`src/rtl/lcd_cmd_seq.sv`:
```
// LCD command sequencer: buffers host opcodes in a small FIFO and issues
// them one at a time to the LCD controller, pacing each issue on the
// controller's busy/done handshake and flagging timeouts or bad opcodes.
module lcd_cmd_seq #(
  parameter int DEPTH = 8,
  parameter int TMO   = 255
) (
  input  logic       clk,
  input  logic       reset,
  input  logic [3:0] in_cmd,
  input  logic       in_valid,
  output logic       in_ready,
  output logic [3:0] cmd,
  output logic       cmd_valid,
  input  logic       busy,
  input  logic       done,
  output logic [4:0] fifo_cnt,
  output logic       idle,
  output logic       fault
);

  localparam int         AW      = $clog2(DEPTH);
  localparam logic [4:0] DEPTH_C = 5'(DEPTH);
  localparam logic [7:0] TMO_C   = 8'(TMO);

  typedef enum logic [2:0] {
    IDLE,
    ISSUE,
    WAIT_HI,
    WAIT_LO,
    WAIT_DONE,
    HALT
  } state_t;

  state_t        state, state_next;
  logic [3:0]    mem [DEPTH];
  logic [AW-1:0] rd_ptr, wr_ptr;
  logic [4:0]    count;
  logic [7:0]    tmo_cnt;
  logic [3:0]    cmd_q;
  logic          fault_q;
  logic          accept, bad_push, push, pop;
  logic          timeout_hit, fault_set, waiting;

  // Host handshake, FIFO push/pop qualification and timeout detection.
  always_comb begin
    in_ready    = (count != DEPTH_C) && (state != HALT) && (state != WAIT_DONE)
                  && !((state == ISSUE) && (cmd_q == 4'd0));
    accept      = in_valid && in_ready;
    bad_push    = accept && (in_cmd >= 4'd12);
    push        = accept && !bad_push;
    pop         = (state == ISSUE);
    waiting     = (state == WAIT_HI) || (state == WAIT_LO) || (state == WAIT_DONE);
    timeout_hit = ({1'b0, tmo_cnt} + 9'd1) >= {1'b0, TMO_C};
  end

  // Next-state logic; an illegal opcode push overrides everything and halts.
  always_comb begin
    state_next = state;
    fault_set  = 1'b0;
    case (state)
      IDLE: begin
        if ((count != 5'd0) && !busy) state_next = ISSUE;
      end
      ISSUE: begin
        if (cmd_q == 4'd0)      state_next = WAIT_DONE;
        else if (cmd_q <= 4'd4) state_next = IDLE;
        else                    state_next = WAIT_HI;
      end
      WAIT_HI: begin
        if (busy) state_next = WAIT_LO;
        else if (timeout_hit) begin
          state_next = HALT;
          fault_set  = 1'b1;
        end else if (tmo_cnt == 8'd1) state_next = IDLE;
      end
      WAIT_LO: begin
        if (!busy) state_next = IDLE;
        else if (timeout_hit) begin
          state_next = HALT;
          fault_set  = 1'b1;
        end
      end
      WAIT_DONE: begin
        if (done) state_next = HALT;
        else if (timeout_hit) begin
          state_next = HALT;
          fault_set  = 1'b1;
        end
      end
      HALT:    state_next = HALT;
      default: state_next = IDLE;
    endcase
    if (bad_push) begin
      state_next = HALT;
      fault_set  = 1'b1;
    end
  end

  // Control state, timeout counter, issued opcode, sticky fault and FIFO bookkeeping.
  always_ff @(posedge clk or negedge reset) begin
    if (!reset) begin
      state   <= IDLE;
      tmo_cnt <= 8'd0;
      cmd_q   <= 4'd0;
      fault_q <= 1'b0;
      count   <= 5'd0;
      rd_ptr  <= '0;
      wr_ptr  <= '0;
    end else begin
      state <= state_next;
      if (state_next != state) tmo_cnt <= 8'd0;
      else if (waiting)        tmo_cnt <= tmo_cnt + 8'd1;
      if ((state == IDLE) && (state_next == ISSUE)) cmd_q <= mem[rd_ptr];
      if (fault_set) fault_q <= 1'b1;
      if (push && !pop)      count <= count + 5'd1;
      else if (pop && !push) count <= count - 5'd1;
      if (push) wr_ptr <= wr_ptr + AW'(1);
      if (pop)  rd_ptr <= rd_ptr + AW'(1);
    end
  end

  // FIFO storage needs no reset; occupancy and pointers define what is valid.
  always_ff @(posedge clk) begin
    if (push) mem[wr_ptr] <= in_cmd;
  end

  assign cmd       = cmd_q;
  assign cmd_valid = (state == ISSUE);
  assign fifo_cnt  = count;
  assign idle      = (state == IDLE) && (count == 5'd0);
  assign fault     = fault_q;

endmodule

```
`config.mk`:
```
export PLATFORM = sky130hd
export DESIGN_NAME = lcd_cmd_seq
export DESIGN_NICKNAME = d
export VERILOG_FILES = /design/src/rtl/lcd_cmd_seq.sv
export SDC_FILE = /design/constraint.sdc
export NUM_CORES = 1
export LEC_CHECK = 0
export BUFFER_PORTS_ARGS = -buffer_cell sky130_fd_sc_hd__buf_2
export CORE_MARGIN = 3
export CORE_UTILIZATION = 35
export CTS_CLUSTER_SIZE = 25
export DETAILED_ROUTE_END_ITERATION = 7
export PLACE_DENSITY = 0.59
export SLEW_MARGIN = 20
export SYNTH_ARGS = -nofsm -noshare
export SYNTH_HDL_FRONTEND = slang
export SYNTH_SLANG_ARGS = --single-unit
```
`constraint.sdc`:
```
create_clock -name clk -period 3.5 [get_ports clk]
set_clock_uncertainty 0.1 [all_clocks]
set_input_delay 1.05 -clock clk [delete_from_list [all_inputs] [get_ports clk]]
set_output_delay 1.05 -clock clk [all_outputs]
set_load 0.03 [all_outputs]
```
==> flow_summary.yaml <==
cts:
  cts_tree: "yes"
  ctsHoldBuffers: 0
  cts_made_buffers: 9
  post-cts-setup-buffers: 0
  clk_pin_slew_ns: 0.07
  cts_max_path_buffers: 2
  htree_num_levels: 3
  cts_sinks: 59
  clockRootBuffer: "clkbuf_8"
  post_cts_resized: 0
  clkLatencyLatePin_ns: 0.33
floorplanning:
  die_h_um: 99.5
  die_area_mm2: 0.00989
  io_pins: 22
  num_rows: 33
  start_util_pct: 36.7
  core_mm2: 0.00834
  die_x_um: 99.5
critical_path:
  required_ns: 3.61
  start_kind: "flop"
  reg2reg_depth: 12
  critical_path_class: "flop to flop"
  critical_path_peak_fanout: 11
  crit_path_end_kind: "flop"
  arrival_ns: 3.28
sta:
  finalCritPeriodShare_pct: 90.4
  tightest_slew_ns: 0.622
  setup-violations-final: 0
  fin_ws_ns: 0.337
  slew_violations: 0
  tns_ns: 0
  layout_min_cycle_time_ns: 3.16
  rsz0062_at_grt: "false"
  hold_viol: 0
  slew_headroom_pct: 58.6
  max_freq_mhz: 316
global_routing:
  grt_overflow: 0
  globalRouteMet3Util_pct: 3.93
  use_met2_pct: 20.8
  grt_pass1_vias: 2024
  track_usage_pct: 13.5
  busiest_layer: "met2"
  grt_start_max_net_pins: 28
  antenna_found_initial: 0
  use_met1_pct: 18.0
  grt_pass1_wl_mm: 10.3
routing:
  wl_per_cell_um: 15.9
  drtIter0Drc: 98
  ant_nets: 0
  via_per_inst: 5.25
  first_pass_iters: 4
  vias: 2017
  drc: 0
  drt_wl_total_mm: 6.09
placement:
  port_buffers: 21
  gp_congestion: 0.826
  place_ws_ns: 0.218
  hpwl_mm: 4.33
logic_synthesis:
  synth_compound_area_share_pct: 11.6
  yosys_warnings: 0
  synth_fa_ha_area_share_pct: 4.34
  async_flop_share_pct: 45.8
  synthSimpleGateAreaFrac_pct: 13.0
  synth_flop_cell: "edfxtp_1"
  synth.distinct_cells: 50
  synthMuxAreaShare_pct: 10.4
  synth.largest_area_cell: "edfxtp_1"
  synth_xor_area_share_pct: 5.16
  synth_top_family_by_area: "simple AND/OR/NAND/NOR gates"
  synth-edff-count: 32
  synth_top_area_share_pct: 31.4
  netlist_area_mm2: 0.00306
  yosys-top-cells-area: "edfxtp_1 (31%), dfrtp_1 (22%), mux4_2 (5.9%), mux2_2 (4.1%), ha_1 (3.7%)"
  synthesis.nets: 263
  ys_seq_area_share_pct: 53.5
  synth_seq_cells: 59
  synth_cells: 244
  syn_area_per_cell_um2: 12.5
pwr:
  p_leak_nw: 1.31
  p_clk_share_pct: 25.5
  p_seq_share_pct: 46.6
  max-vdd-ir-drop_uv: 386
  sw_frac_of_total_pct: 35.2
  combPwrFrac_pct: 28.0
  power_density_mw_per_mm2: 615
  intPower_mw: 1.39
  p_sw_uw: 754
layout:
  num-fill-cells: 804
  final_common_cell: "edfxtp_1"
  final_cell_mix: "edfxtp_1 (32), dfrtp_1 (27), buf_2 (21)"
  syn_to_final_growth_pct: 13.9
  ff_latch_area_mm2: 0.00164
  drive_gt1_share_pct: 26.9
  fin_util_pct: 41.7
  multi_input_area_mm2: 0.00136
  antennaDiodeCount: 0
  fin_nets: 293
flow_run:
  drv_cap: 0
hold_path:
  whs_path_depth: 2
  hp-class: "flop to flop"
outcome:
  outcome: "complete, no violations"
## final cells by class
type	instances	share of cell area, %
clock buffer	9	3.56
clock inverter	7	1.51
inverter	5	0.539
multi-input combinational	171	39.1
sequential	59	47.0
tap	105	3.77
timing repair buffer	28	4.53
## through the flow
step	std cells	hold slack (ns)	area, um2	power, mW
after floorplan	244	0.380	3060	1.45
after global placement	368	0.369	3310	1.62
after detailed placement	368	0.386	3310	1.62
after CTS	384	0.401	3480	2.18
after global routing	384	0.425	3480	2.30
final	384	0.383	3480	2.14
## flip-flops by register name, indices dropped and copies added, names as in the netlist
signal and count:
cmd 4, wr_ptr 3, tmo_cnt 8, fault 1, mem 32, fifo_cnt 5, rd_ptr 3, state 3
## synth_stat cells (all sizes together) (5+ instances only)
cell    number
nand2       17
edfxtp      32
nand2b       9
inv          5
clkbuf       6
mux2        12
nand3        5
o211ai       5
xnor2       12
o21ai       10
nor2b        5
xor2         6
mux4         8
dfrtp       27
nor2        16
nor3         6
ha           9
a21oi       11
## power by group through the flow
stage          combinational (mW)  sequential [mW]  clock, mW
4_1_cts                     0.610             1.00      0.570
3_5_place_dp                0.607             1.02          0
6_report                    0.600            0.997      0.545
5_1_grt                     0.673             1.02      0.607
2_1_floorplan               0.414             1.04          0
3_3_place_gp                0.601             1.02          0
## routing by layer
layer / wire length, um / vias up / share of wire (%)
met1: 2850 / 986 / 47
met4: 60 / 0 / 0.99
met3: 316 / 5 / 5.2
met5: 0 / - / 0
li1: - / 978 / -
met2: 2860 / 48 / 47
## cell families (layout without fill, tap and decap cells)
kind of cell	after synthesis	count (layout)
xor gates and xnor gates	18	18
and+or+nand+nor	72	72
adders and majority gates	10	10
DFF	59	59
buffers and inverters	14	49
AOI/OAI and AO/OA	51	51
muxes	20	20
## path summary, 6_finish.rpt
| check | slack [ns] | startpoint | endpoint |
|---|---|---|---|
| setup / recovery | 0.34 | state[2] | fifo_cnt[4] |
| hold / removal | 0.38 | fault | fault |
| setup reg to reg | 0.34 | state[2] | fifo_cnt[4] |
| hold reg to reg | 0.38 | fault | fault |
| max in group asynchronous | 2.26 | reset | fault |
| min in group asynchronous | 0.63 | reset | tmo_cnt[4] |
## critical path, stage by stage (launching register included)
cell and delay, ns:
dfrtp_1 0.49, nor2b_1 0.21, a31o_2 0.26, a21oi_1 0.19, and3_1 0.33, ha_1 0.23, inv_1 0.10, fa_1 0.42
a21o_1 0.20, a21oi_1 0.17, xnor2_1 0.14, nor2_1 0.07, xor2_1 0.14
Note: power is estimated with default switching activity, not from simulation.
